===== src/rtl/stream_arb2_pkg.sv =====
// Shared definitions for the two-input round-robin packet arbiter and its
// mux2to1 select integration.
package stream_arb2_pkg;

   typedef enum logic [1:0] {
      ST_IDLE   = 2'd0,
      ST_GRANT0 = 2'd1,
      ST_GRANT1 = 2'd2
   } state_e;

   localparam logic SEL_IN0 = 1'b0;
   localparam logic SEL_IN1 = 1'b1;

endpackage


===== src/rtl/stream_outreg.sv =====
// Single-entry registered output stage with valid/ready; accepts a new entry
// whenever it is empty or being drained in the same cycle.
module stream_outreg #(
   parameter int unsigned WIDTH = 9
) (
   input  logic             clk,
   input  logic             rst_n,
   input  logic             in_valid_i,
   output logic             in_ready_o,
   input  logic [WIDTH-1:0] in_data_i,
   output logic             out_valid_o,
   output logic [WIDTH-1:0] out_data_o,
   input  logic             out_ready_i
);

   logic             valid_q, valid_d;
   logic [WIDTH-1:0] data_q, data_d;

   always_comb begin
      in_ready_o = !valid_q || out_ready_i;
      valid_d    = valid_q;
      data_d     = data_q;
      if (in_valid_i && in_ready_o) begin
         valid_d = 1'b1;
         data_d  = in_data_i;
      end else if (out_ready_i) begin
         valid_d = 1'b0;
      end
   end

   always_ff @(posedge clk or negedge rst_n) begin
      if (!rst_n) begin
         valid_q <= 1'b0;
         data_q  <= '0;
      end else begin
         valid_q <= valid_d;
         data_q  <= data_d;
      end
   end

   assign out_valid_o = valid_q;
   assign out_data_o  = data_q;

endmodule


===== src/rtl/stream_arb2.sv =====
// Two-input round-robin packet arbiter: holds a grant for a whole packet and
// feeds a registered one-entry output stage; sel drives the downstream mux.
module stream_arb2
   import stream_arb2_pkg::*;
#(
   parameter int unsigned WIDTH = 8
) (
   input  logic             clk,
   input  logic             rst_n,
   input  logic             in0_valid,
   input  logic [WIDTH-1:0] in0_data,
   input  logic             in0_last,
   output logic             in0_ready,
   input  logic             in1_valid,
   input  logic [WIDTH-1:0] in1_data,
   input  logic             in1_last,
   output logic             in1_ready,
   output logic             out_valid,
   output logic [WIDTH-1:0] out_data,
   output logic             out_last,
   input  logic             out_ready,
   output logic             sel
);

   state_e         state_q, state_d;
   logic           sel_q, sel_d;
   logic           last_served_q, last_served_d;
   logic           slot_free;
   logic           grant0, grant1;
   logic           grant_valid;
   logic           xfer;
   logic [WIDTH:0] grant_beat;
   logic [WIDTH:0] out_beat;

   always_comb begin
      state_d       = state_q;
      sel_d         = sel_q;
      last_served_d = last_served_q;
      grant0        = (state_q == ST_GRANT0);
      grant1        = (state_q == ST_GRANT1);
      in0_ready     = grant0 && slot_free;
      in1_ready     = grant1 && slot_free;
      grant_valid   = (grant0 && in0_valid) || (grant1 && in1_valid);
      grant_beat    = grant1 ? {in1_last, in1_data} : {in0_last, in0_data};
      xfer          = grant_valid && slot_free;

      case (state_q)
         ST_GRANT0, ST_GRANT1: begin
            if (xfer && grant_beat[WIDTH]) begin
               state_d = ST_IDLE;
            end
         end
         // Unused encoding behaves as IDLE.
         default: begin
            if (in0_valid && (!in1_valid || last_served_q == SEL_IN1)) begin
               state_d       = ST_GRANT0;
               sel_d         = SEL_IN0;
               last_served_d = SEL_IN0;
            end else if (in1_valid) begin
               state_d       = ST_GRANT1;
               sel_d         = SEL_IN1;
               last_served_d = SEL_IN1;
            end
         end
      endcase
   end

   always_ff @(posedge clk or negedge rst_n) begin
      if (!rst_n) begin
         state_q       <= ST_IDLE;
         sel_q         <= SEL_IN0;
         last_served_q <= SEL_IN1;
      end else begin
         state_q       <= state_d;
         sel_q         <= sel_d;
         last_served_q <= last_served_d;
      end
   end

   stream_outreg #(
      .WIDTH (WIDTH + 1)
   ) u_outreg (
      .clk         (clk),
      .rst_n       (rst_n),
      .in_valid_i  (grant_valid),
      .in_ready_o  (slot_free),
      .in_data_i   (grant_beat),
      .out_valid_o (out_valid),
      .out_data_o  (out_beat),
      .out_ready_i (out_ready)
   );

   assign out_last = out_beat[WIDTH];
   assign out_data = out_beat[WIDTH-1:0];
   assign sel      = sel_q;

endmodule


===== config.mk =====
export PLATFORM = sky130hd
export DESIGN_NAME = stream_arb2
export DESIGN_NICKNAME = d
export VERILOG_FILES = /design/src/rtl/stream_arb2_pkg.sv /design/src/rtl/stream_outreg.sv /design/src/rtl/stream_arb2.sv
export SDC_FILE = /design/constraint.sdc
export NUM_CORES = 1
export LEC_CHECK = 0
export CELL_PAD_IN_SITES_DETAIL_PLACEMENT = 0
export CELL_PAD_IN_SITES_GLOBAL_PLACEMENT = 1
export CORE_AREA = 2 2 62 46
export DETAILED_ROUTE_END_ITERATION = 10
export DIE_AREA = 0 0 64 48
export HOLD_SLACK_MARGIN = 0.12
export PLACE_DENSITY = 0.88
export SYNTH_ARGS = -nofsm -noshare
export SYNTH_HDL_FRONTEND = slang
export SYNTH_SLANG_ARGS = --single-unit

===== constraint.sdc =====
create_clock -name clk -period 2.8 [get_ports clk]
set_input_delay 0.56 -clock clk [delete_from_list [all_inputs] [get_ports clk]]
set_output_delay 0.56 -clock clk [all_outputs]
set_load 0.02 [all_outputs]

After elaboration in Yosys (flattened, before gate mapping)
Cells that the tools add are included.

Eq/ne operators: 3. Muxes and demuxes: 9. Bitwise gates (word level): 1. Reductions and logical operators: 18.

Operators by type and width (number): two-way mux 9 bit (1); two-way mux 2 bit (4); logical AND 1 bit (7); two-way mux 1 bit (4); AND reduction 2 bit (2); nonzero test 2 bit (2); logical OR 1 bit (3); nonzero test 3 bit (1); == test 2 x 1 -> 1 bit (second input constant) (1); == test 2 bit (second input constant) (1); logical NOT 1 bit (2); inequality test 2 bit (second input constant) (1); OR reduction 2 bit (1); inverter 1 bit (1).

Flip-flop bits (word level): 14. Logic and storage cells: 36.

Longest topological paths before layout
Gate-level depths: netlist of run 1.

Depth after elaboration: 7. Gate-level depth with buffers: 6.

Modules after synthesis
Synthesis of run 1 repeated with hierarchy kept, for this count alone.

Cells, all modules: 55. Area total of the unflattened synthesis: 757.0 um^2.

By module, submodules not included: stream_outreg (times used 1, cells an instance 22, area each 425.4 um^2, sequential area each 250.2 um^2); stream_arb2 (times used 1, cells an instance 33, area each 331.6 um^2, sequential area each 101.3 um^2).

Worst setup path before layout of run 1
No wires, ideal clock.

Path type: register to output. From: register state_q[0]. To: output in1_ready. Arrival time: 1.025 ns. Required time: 2.240 ns. Slack: 1.215 ns. Stages on the path, launching flop included: 5. Buffers on the path: 1. Cells stage by stage: dfrtp_1 -> inv_1 -> ha_1 -> buf_6 -> and2_1.

Cells in the longest elaborated chain, start to end: 2.

Ends and longest elaborated chain: start: declaration (line stream_arb2.sv:25) `state_e state_q, state_d;`; start signal: assignment (line stream_arb2.sv:74) `state_q <= state_d;`; == test 2 bit (line stream_arb2.sv:40) `grant1 = (state_q == ST_GRANT1);`; logical AND 1 bit (line stream_arb2.sv:42) `in1_ready = grant1 && slot_free;`; end: declaration (line stream_arb2.sv:17) `output logic in1_ready,`.

No other way between the ends.

Final worst setup path of run 1
From: input out_ready. To: output in0_ready.

Cells in the longest elaborated chain, start to end: 2.

Ends and longest elaborated chain: start: declaration (line stream_arb2.sv:21) `input logic out_ready,`; logical OR 1 bit (line stream_outreg.sv:20) `in_ready_o = !valid_q || out_ready_i;`; logical AND 1 bit (line stream_arb2.sv:41) `in0_ready = grant0 && slot_free;`; end: declaration (line stream_arb2.sv:13) `output logic in0_ready,`.

No other way between the ends.

==> results.sh, run 1 <==
export IMPL_final_cell_mix="clkdlybuf4s50_1, dfrtp_1, mux2_1, mux2_4, nand2_1"
export IMPL_wl_mm=1.689
export IMPL_wl_per_cell_um=12.99
export IMPL_cts_made_buffers=3
export IMPL_crit_path_frequent_cell="clkdlybuf4s50_1"
export IMPL_synth_fa_ha_area_share_pct=3.289
export IMPL_synth_mux_area_share_pct=28.95
export IMPL_synth_edff_count=0
export IMPL_period_minus_slack_ns=2.445
export IMPL_first_pass_iters=4
export IMPL_critPathKind="in2out"
export IMPL_worst_pin_slew_ns=0.6345
export IMPL_die_h_um=48
export IMPL_final_setup_tns_ns=0
export IMPL_first_iter_violations=15
export IMPL_cellPowerDensity_mw_per_mm2=1093
export IMPL_status="finished, final reports clean"
export IMPL_diodes=0
export IMPL_synthFlopType="dfrtp_1"
export IMPL_hold_violations=0
export IMPL_async_flop_share_pct=100.0
export IMPL_ctsHoldBuffers=0
export IMPL_grt_pass1_wl_mm=2.725
export IMPL_rsz0062_at_grt="false"
export IMPL_ys_ff_latch=14
export IMPL_nFillCells=225
export IMPL_path_clk_slew_ns=0.07
export IMPL_cp_max_fo=3
export IMPL_grt_pass1_vias=584
export IMPL_rows=15
export IMPL_endpoint_kind="output pin"
export IMPL_fmax_mhz=408.9
export IMPL_num_vias=582
export IMPL_clk_latency_ns=0.28
export IMPL_mostFrequentLayoutCell="clkdlybuf4s50_1"
export IMPL_place_hpwl_mm=1.398
export IMPL_postCtsSetupRepairBufs=0
export IMPL_grt_total_usage_pct=12.20
export IMPL_dieArea_sq_mm=0.003072
export IMPL_drc=0
export IMPL_totalPowerFinal_w=0.001286
export IMPL_initial_core_util_pct=31.42
export IMPL_nets=122
export IMPL_core_area_sq_mm=0.002421
export IMPL_cts_max_path_buffers=2
export IMPL_grt_overflow_total=0
export IMPL_synth_nets=82
export IMPL_synth_top_family_by_area="multiplexers"
export IMPL_layout_setup_ws_ns=0.3545
export IMPL_crit_arrival_ns=1.89
export IMPL_via_per_inst=4.477
export IMPL_cts_sinks=14
export IMPL_post_place_ws_ns=0.3391
export IMPL_io_pins=36
export IMPL_fin_skew_ns=0.01317
export IMPL_fin_crit_sh_pct=87.34
export IMPL_cp_required_ns=2.24
export IMPL_relSlewSlack_pct=57.57
export IMPL_netlist_instances=57
export IMPL_cts_repair_resized=0
export IMPL_ir_drop_v=0.0004218
export IMPL_setup_viol=0
export IMPL_place_congestion=0.6525
export IMPL_htree_levels=1
export IMPL_min_path_type="reg2reg"
export IMPL_synth_compound_area_share_pct=9.046
export IMPL_yosys_warnings=0
export IMPL_p_leak_nw=0.5104
export IMPL_cp_slowest_cell="clkdlybuf4s50_1"
export IMPL_detail_route_antenna_nets=0
export IMPL_portBuffers=35
export IMPL_start_kind="primary input"
export IMPL_syn_to_final_growth_pct=54.61
export IMPL_maxCapViolCount=0
export IMPL_tritoncts="yes"
export IMPL_die_w_um=64
export IMPL_seq_area_frac_synth_pct=46.22
export IMPL_drive_gt1_share_pct=16.67
export IMPL_netlist_area_sq_um=760.7
export IMPL_grt_max_degree=15
export IMPL_max_stage_delay_ns=0.60
export IMPL_yosys_area_share_simple_pct=9.539
export IMPL_yosysUniqueCellTypes=20
export IMPL_antenna_found_initial=0
export IMPL_cp_cell_sequence="clkdlybuf4s50_1, nand2b_1, and2_1, clkdlybuf4s50_1"
export IMPL_drv_slew=0
export IMPL_syn_area_per_cell_sq_um=13.35
export IMPL_cts_root_buffer="clkbuf_4"
export IMPL_synth_xor_area_share_pct=0
[per-stage QoR]
stage          cells  cell area (sq um)  utilization (%)  hold slack (ns)
3_5_place_dp     126               1150            47.49           0.4968
3_3_place_gp     126               1150            47.49           0.4919
5_1_grt          130               1176            48.58           0.5339
6_report         130               1176            48.58           0.5029
2_1_floorplan     57              760.7                -           0.2644
4_1_cts          130               1176            48.58           0.5126
[path summary, 6_finish.rpt]
| path | start | to | slack, ns | cells after the start |
|---|---|---|---|---|
| setup / recovery | out_ready | in0_ready | 0.35 | 4 |
| hold / removal | last_served_q | last_served_q | 0.50 | 2 |
| setup reg to reg | state_q[0] | u_outreg.out_data_o[5] | 1.16 | 6 |
| hold reg to reg | last_served_q | last_served_q | 0.50 | 2 |
| max in group asynchronous | rst_n | u_outreg.out_data_o[0] | 1.71 | 1 |
| min in group asynchronous | rst_n | u_outreg.out_data_o[7] | 0.66 | 1 |
[per-layer routing]
metal | part of all wire (%) | global-route usage [%] | vias up | wire length [um]
li1 | - | - | 283 | -
met1 | 43 | 13.67 | 280 | 719
met2 | 51 | 22.92 | 17 | 861
met3 | 5.3 | 3.294 | 2 | 89
met4 | 1.1 | 5.217 | 0 | 19
met5 | 0 | 0 | - | 0
[final cells by class]
type / instances / area [sq um] / area share [%]
Clock buffer: 4 / 26.28 / 2.234
Multi-Input combinational cell: 39 / 386.6 / 32.87
Timing Repair Buffer: 36 / 357.8 / 30.43
Tap cell: 34 / 42.54 / 3.617
Inverter: 3 / 11.26 / 0.9574
Sequential cell: 14 / 351.6 / 29.89
[cell usage after synthesis (2+ instances only)]
| library cell | count | area (sq um) |
|---|---|---|
| ha_1 | 2 | 25.02 |
| a21oi_1 | 3 | 15.01 |
| inv_1 | 3 | 11.26 |
| o21ai_0 | 2 | 10.01 |
| mux2_1 | 8 | 90.09 |
| mux2_4 | 8 | 120.1 |
| nand2_1 | 4 | 15.01 |
| and2_1 | 2 | 12.51 |
| dfrtp_1 | 13 | 325.3 |
| a211oi_1 | 2 | 15.01 |
[power by group]
group	total, W	internal [W]	switching [W]
combinational	0.000791	0.000427	0.000364
sequential	0.000376	0.000315	0.0000610
clock	0.000119	0.0000552	0.0000635
total	0.00129	0.000797	0.000489
[cell families (layout without fill, tap and decap cells)]
family	Yosys count	in the layout
flip-flops	14	14
adder cells (fa/ha/maj)	2	2
multiplexers	17	17
AND/OR/NAND/NOR	11	11
buffers and inverters	4	43
AO/OA/AOI/OAI	9	9
[state kept, by name, indices dropped and copies added, names as in the netlist]
name and cells:
u_outreg.out_valid_o 1, u_outreg.out_data_o 9, state_q 2, last_served_q 1, sel 1
[worst max-delay path: cells and delay by family]
kind	cells	cell delay, ns
and+or+nand+nor	2	0.26
buffers and inverters	2	1.07
(Power assumes the default switching activity.)
==> run 2, diff against run 1 <==
Settings changed: ABC_AREA set to 1, CORE_AREA 2 2 62 46 to 2 2 63 47, DIE_AREA 0 0 64 48 to 0 0 65 49, GPL_ROUTABILITY_DRIVEN set to 0.
==> run 2 against run 1 <==
- cell count up 23%
- cell area fell by 3.4%
- fmax shrank 4.3%
- largest power group unchanged
==> results.sh, run 2 <==
export IMPL_status="finished, final reports clean"
export IMPL_p_leak_nw=0.5383
export IMPL_first_iter_violations=16
export IMPL_min_path_type="reg2reg"
export IMPL_drive_gt1_share_pct=8.065
export IMPL_critPathKind="in2out"
export IMPL_yosysUniqueCellTypes=16
export IMPL_route_met2_wl_um=834
export IMPL_net_switching_power_w=0.0005150
export IMPL_via_per_inst=4.269
export IMPL_relSlewSlack_pct=56.96
export IMPL_place_hpwl_mm=1.358
export IMPL_netlist_instances=86
export IMPL_clkPwrFrac_pct=15.3
export IMPL_cts_made_buffers=3
export IMPL_path_delay_family="buffers and inverters"
export IMPL_dieArea_sq_mm=0.003185
export IMPL_p_int_w=0.0007427
export IMPL_stdcell_count=160
export IMPL_wl_mm=1.711
export IMPL_fmax_mhz=391.3
export IMPL_largest_reg_flops=9
export IMPL_wl_per_cell_um=10.69
export IMPL_fin_crit_sh_pct=91.27
export IMPL_synth_edff_count=0
export IMPL_cts_sinks=14
export IMPL_portBuffers=35
export IMPL_grt_pass1_vias=621
export IMPL_synth_top_area_share_pct=46.68
export IMPL_grt_max_degree=19
export IMPL_ir_drop_v=0.0003952
export IMPL_dp_cells=156
export IMPL_post_place_ws_ns=0.2251
export IMPL_highest_layer="met4"
export IMPL_crit_arrival_ns=2.00
export IMPL_tritoncts="yes"
export IMPL_fin_skew_ns=0.001292
export IMPL_syn_to_final_growth_pct=63.02
export IMPL_max_stage_delay_ns=0.63
export IMPL_crit_buf_inv=4
export IMPL_cellPowerDensity_mw_per_mm2=1107
export IMPL_syn_area_per_cell_sq_um=8.104
export IMPL_multi_input_area_sq_um=290.3
export IMPL_postCtsSetupRepairBufs=0
export IMPL_core_area_sq_mm=0.002623
export IMPL_period_minus_slack_ns=2.556
export IMPL_async_flop_share_pct=100.0
export IMPL_synth_common_cells="nand2_1, nor2_1, dfrtp_1, o31ai_1, inv_1"
export IMPL_drt_met1_wl_um=751
export IMPL_cp_required_ns=2.24
export IMPL_synthFlopType="dfrtp_1"
export IMPL_synth_nets=111
export IMPL_io_pins=36
export IMPL_grt_overflow_total=0
export IMPL_netlist_area_sq_um=696.9
export IMPL_endpoint_kind="output pin"
export IMPL_final_setup_tns_ns=0
export IMPL_sequentialPowerShare_pct=29.0
export IMPL_hold_violations=0
export IMPL_layout_setup_ws_ns=0.2444
export IMPL_die_w_um=65
export IMPL_drv_slew=0
export IMPL_met3WireLength_um=86
export IMPL_grt_total_usage_pct=11.69
export IMPL_totalPowerFinal_w=0.001258
export IMPL_seq_area_frac_synth_pct=50.45
export IMPL_setup_viol=0
export IMPL_num_vias=683
export IMPL_rsz0062_at_grt="false"
export IMPL_p_sw_share_pct=40.95
export IMPL_yosysTopAreaCell="dfrtp_1"
export IMPL_htree_levels=1
export IMPL_mostFrequentLayoutCell="clkdlybuf4s50_1"
export IMPL_antenna_found_initial=0
export IMPL_cp_cell_sequence="clkdlybuf4s50_1, inv_2, nand2_1, inv_2, nor2_1, clkdlybuf4s50_1"
export IMPL_ctsHoldBuffers=0
export IMPL_cp_max_fo=5
export IMPL_cts_repair_resized=0
export IMPL_worst_pin_slew_ns=0.6436
export IMPL_rows=16
export IMPL_clk_latency_ns=0.24
export IMPL_die_h_um=49
export IMPL_regArea_sq_um=351.6
export IMPL_drc=0
export IMPL_final_cell_mix="clkdlybuf4s50_1, nand2_1, nor2_1"
export IMPL_maxCapViolCount=0
export IMPL_nets=150
export IMPL_start_kind="primary input"
export IMPL_cp_slowest_cell="clkdlybuf4s50_1"
export IMPL_nFillCells=290
export IMPL_diodes=0
export IMPL_cts_root_buffer="clkbuf_8"
export IMPL_grt_pass1_wl_mm=2.711
export IMPL_synth_area_top_cells="dfrtp_1, nand2_1, nor2_1"
export IMPL_combinationalPowerShare_pct=55.6
export IMPL_detail_route_antenna_nets=0
export IMPL_cts_max_path_buffers=2
export IMPL_path_clk_slew_ns=0.05
export IMPL_first_pass_iters=4
export IMPL_worst_hold_slack_ns=0.4714
export IMPL_yosys_warnings=0
export IMPL_synth_most_common_cell="nand2_1"
export IMPL_initial_core_util_pct=26.57
export IMPL_ys_ff_latch=14
run 2: changes by cell type after synthesis, sizes merged, moves of 2 or more:
cell    before  now
a21oi        3    0
nand3        0    3
nor2         2   18
a211oi       2    0
and2         2    0
inv          3    9
mux2        16    0
nand2        4   26
o31ai        1    8
run 2: cell families (layout without fill, tap and decap cells):
family,Yosys count,after routing,synth area share [%]
buffers and inverters,11,49,7.900
AND/OR/NAND/NOR,49,49,28.01
adder cells (fa/ha/maj),2,2,3.590
AO/OA/AOI/OAI,10,10,10.05
flip-flops,14,14,50.45
run 2: path summary, 6_finish.rpt:
check / from / to / slack (ns) / cells past startpoint
worst max-delay path: out_ready / in1_ready / 0.24 / 6
worst min-delay path: last_served_q / last_served_q / 0.47 / 2
worst max register to register: state_q[0] / u_outreg.out_data_o[1] / 1.18 / 7
worst min register to register: last_served_q / last_served_q / 0.47 / 2
max in group asynchronous: rst_n / u_outreg.out_data_o[5] / 1.67 / 1
min in group asynchronous: rst_n / u_outreg.out_data_o[1] / 0.72 / 1
run 2: per-layer routing:
metal / track usage [%] / up-vias
met5: 0 / -
met4: 6.383 / 0
met3: 3.926 / 4
met2: 19.93 / 22
met1: 12.74 / 306
li1: - / 351
run 2: per-stage QoR:
step	area, sq um	util [%]
6_report	1136	43.32
5_1_grt	1136	43.32
4_1_cts	1136	43.32
3_5_place_dp	1081	41.22
3_3_place_gp	1081	41.22
2_1_floorplan	696.9	-
run 2: worst register-to-register path, cell delays in order, from the launching register on:
cell	delay [ns]
dfrtp_1	0.39
inv_1	0.06
ha_1	0.20
buf_4	0.20
nand2_1	0.06
nand2_1	0.11
nand2_2	0.22
o31ai_1	0.27
run 2: cell type report:
| cell class | count | area share, % |
|---|---|---|
| flip-flops and latches | 14 | 30.95 |
| well taps | 36 | 3.965 |
| multi-input cells | 61 | 25.55 |
| repair buffers | 36 | 31.50 |
| clock buffers | 4 | 4.846 |
| inverters | 9 | 3.194 |
run 2: power by group through the flow:
stage | Clock, W | Sequential, W | Combinational, W
after floorplan | 0 | 0.000458 | 0.000335
after global placement | 0 | 0.000365 | 0.000697
after detailed placement | 0 | 0.000370 | 0.000712
after CTS | 0.000203 | 0.000367 | 0.000713
after global routing | 0.000210 | 0.000382 | 0.000775
final | 0.000193 | 0.000365 | 0.000700
==> run 3, diff against run 2 <==
Settings changed: SLEW_MARGIN set to 5.
==> results of run 3 <==
Same layout as run 2: the final DEF is identical, and so are final timing and power.
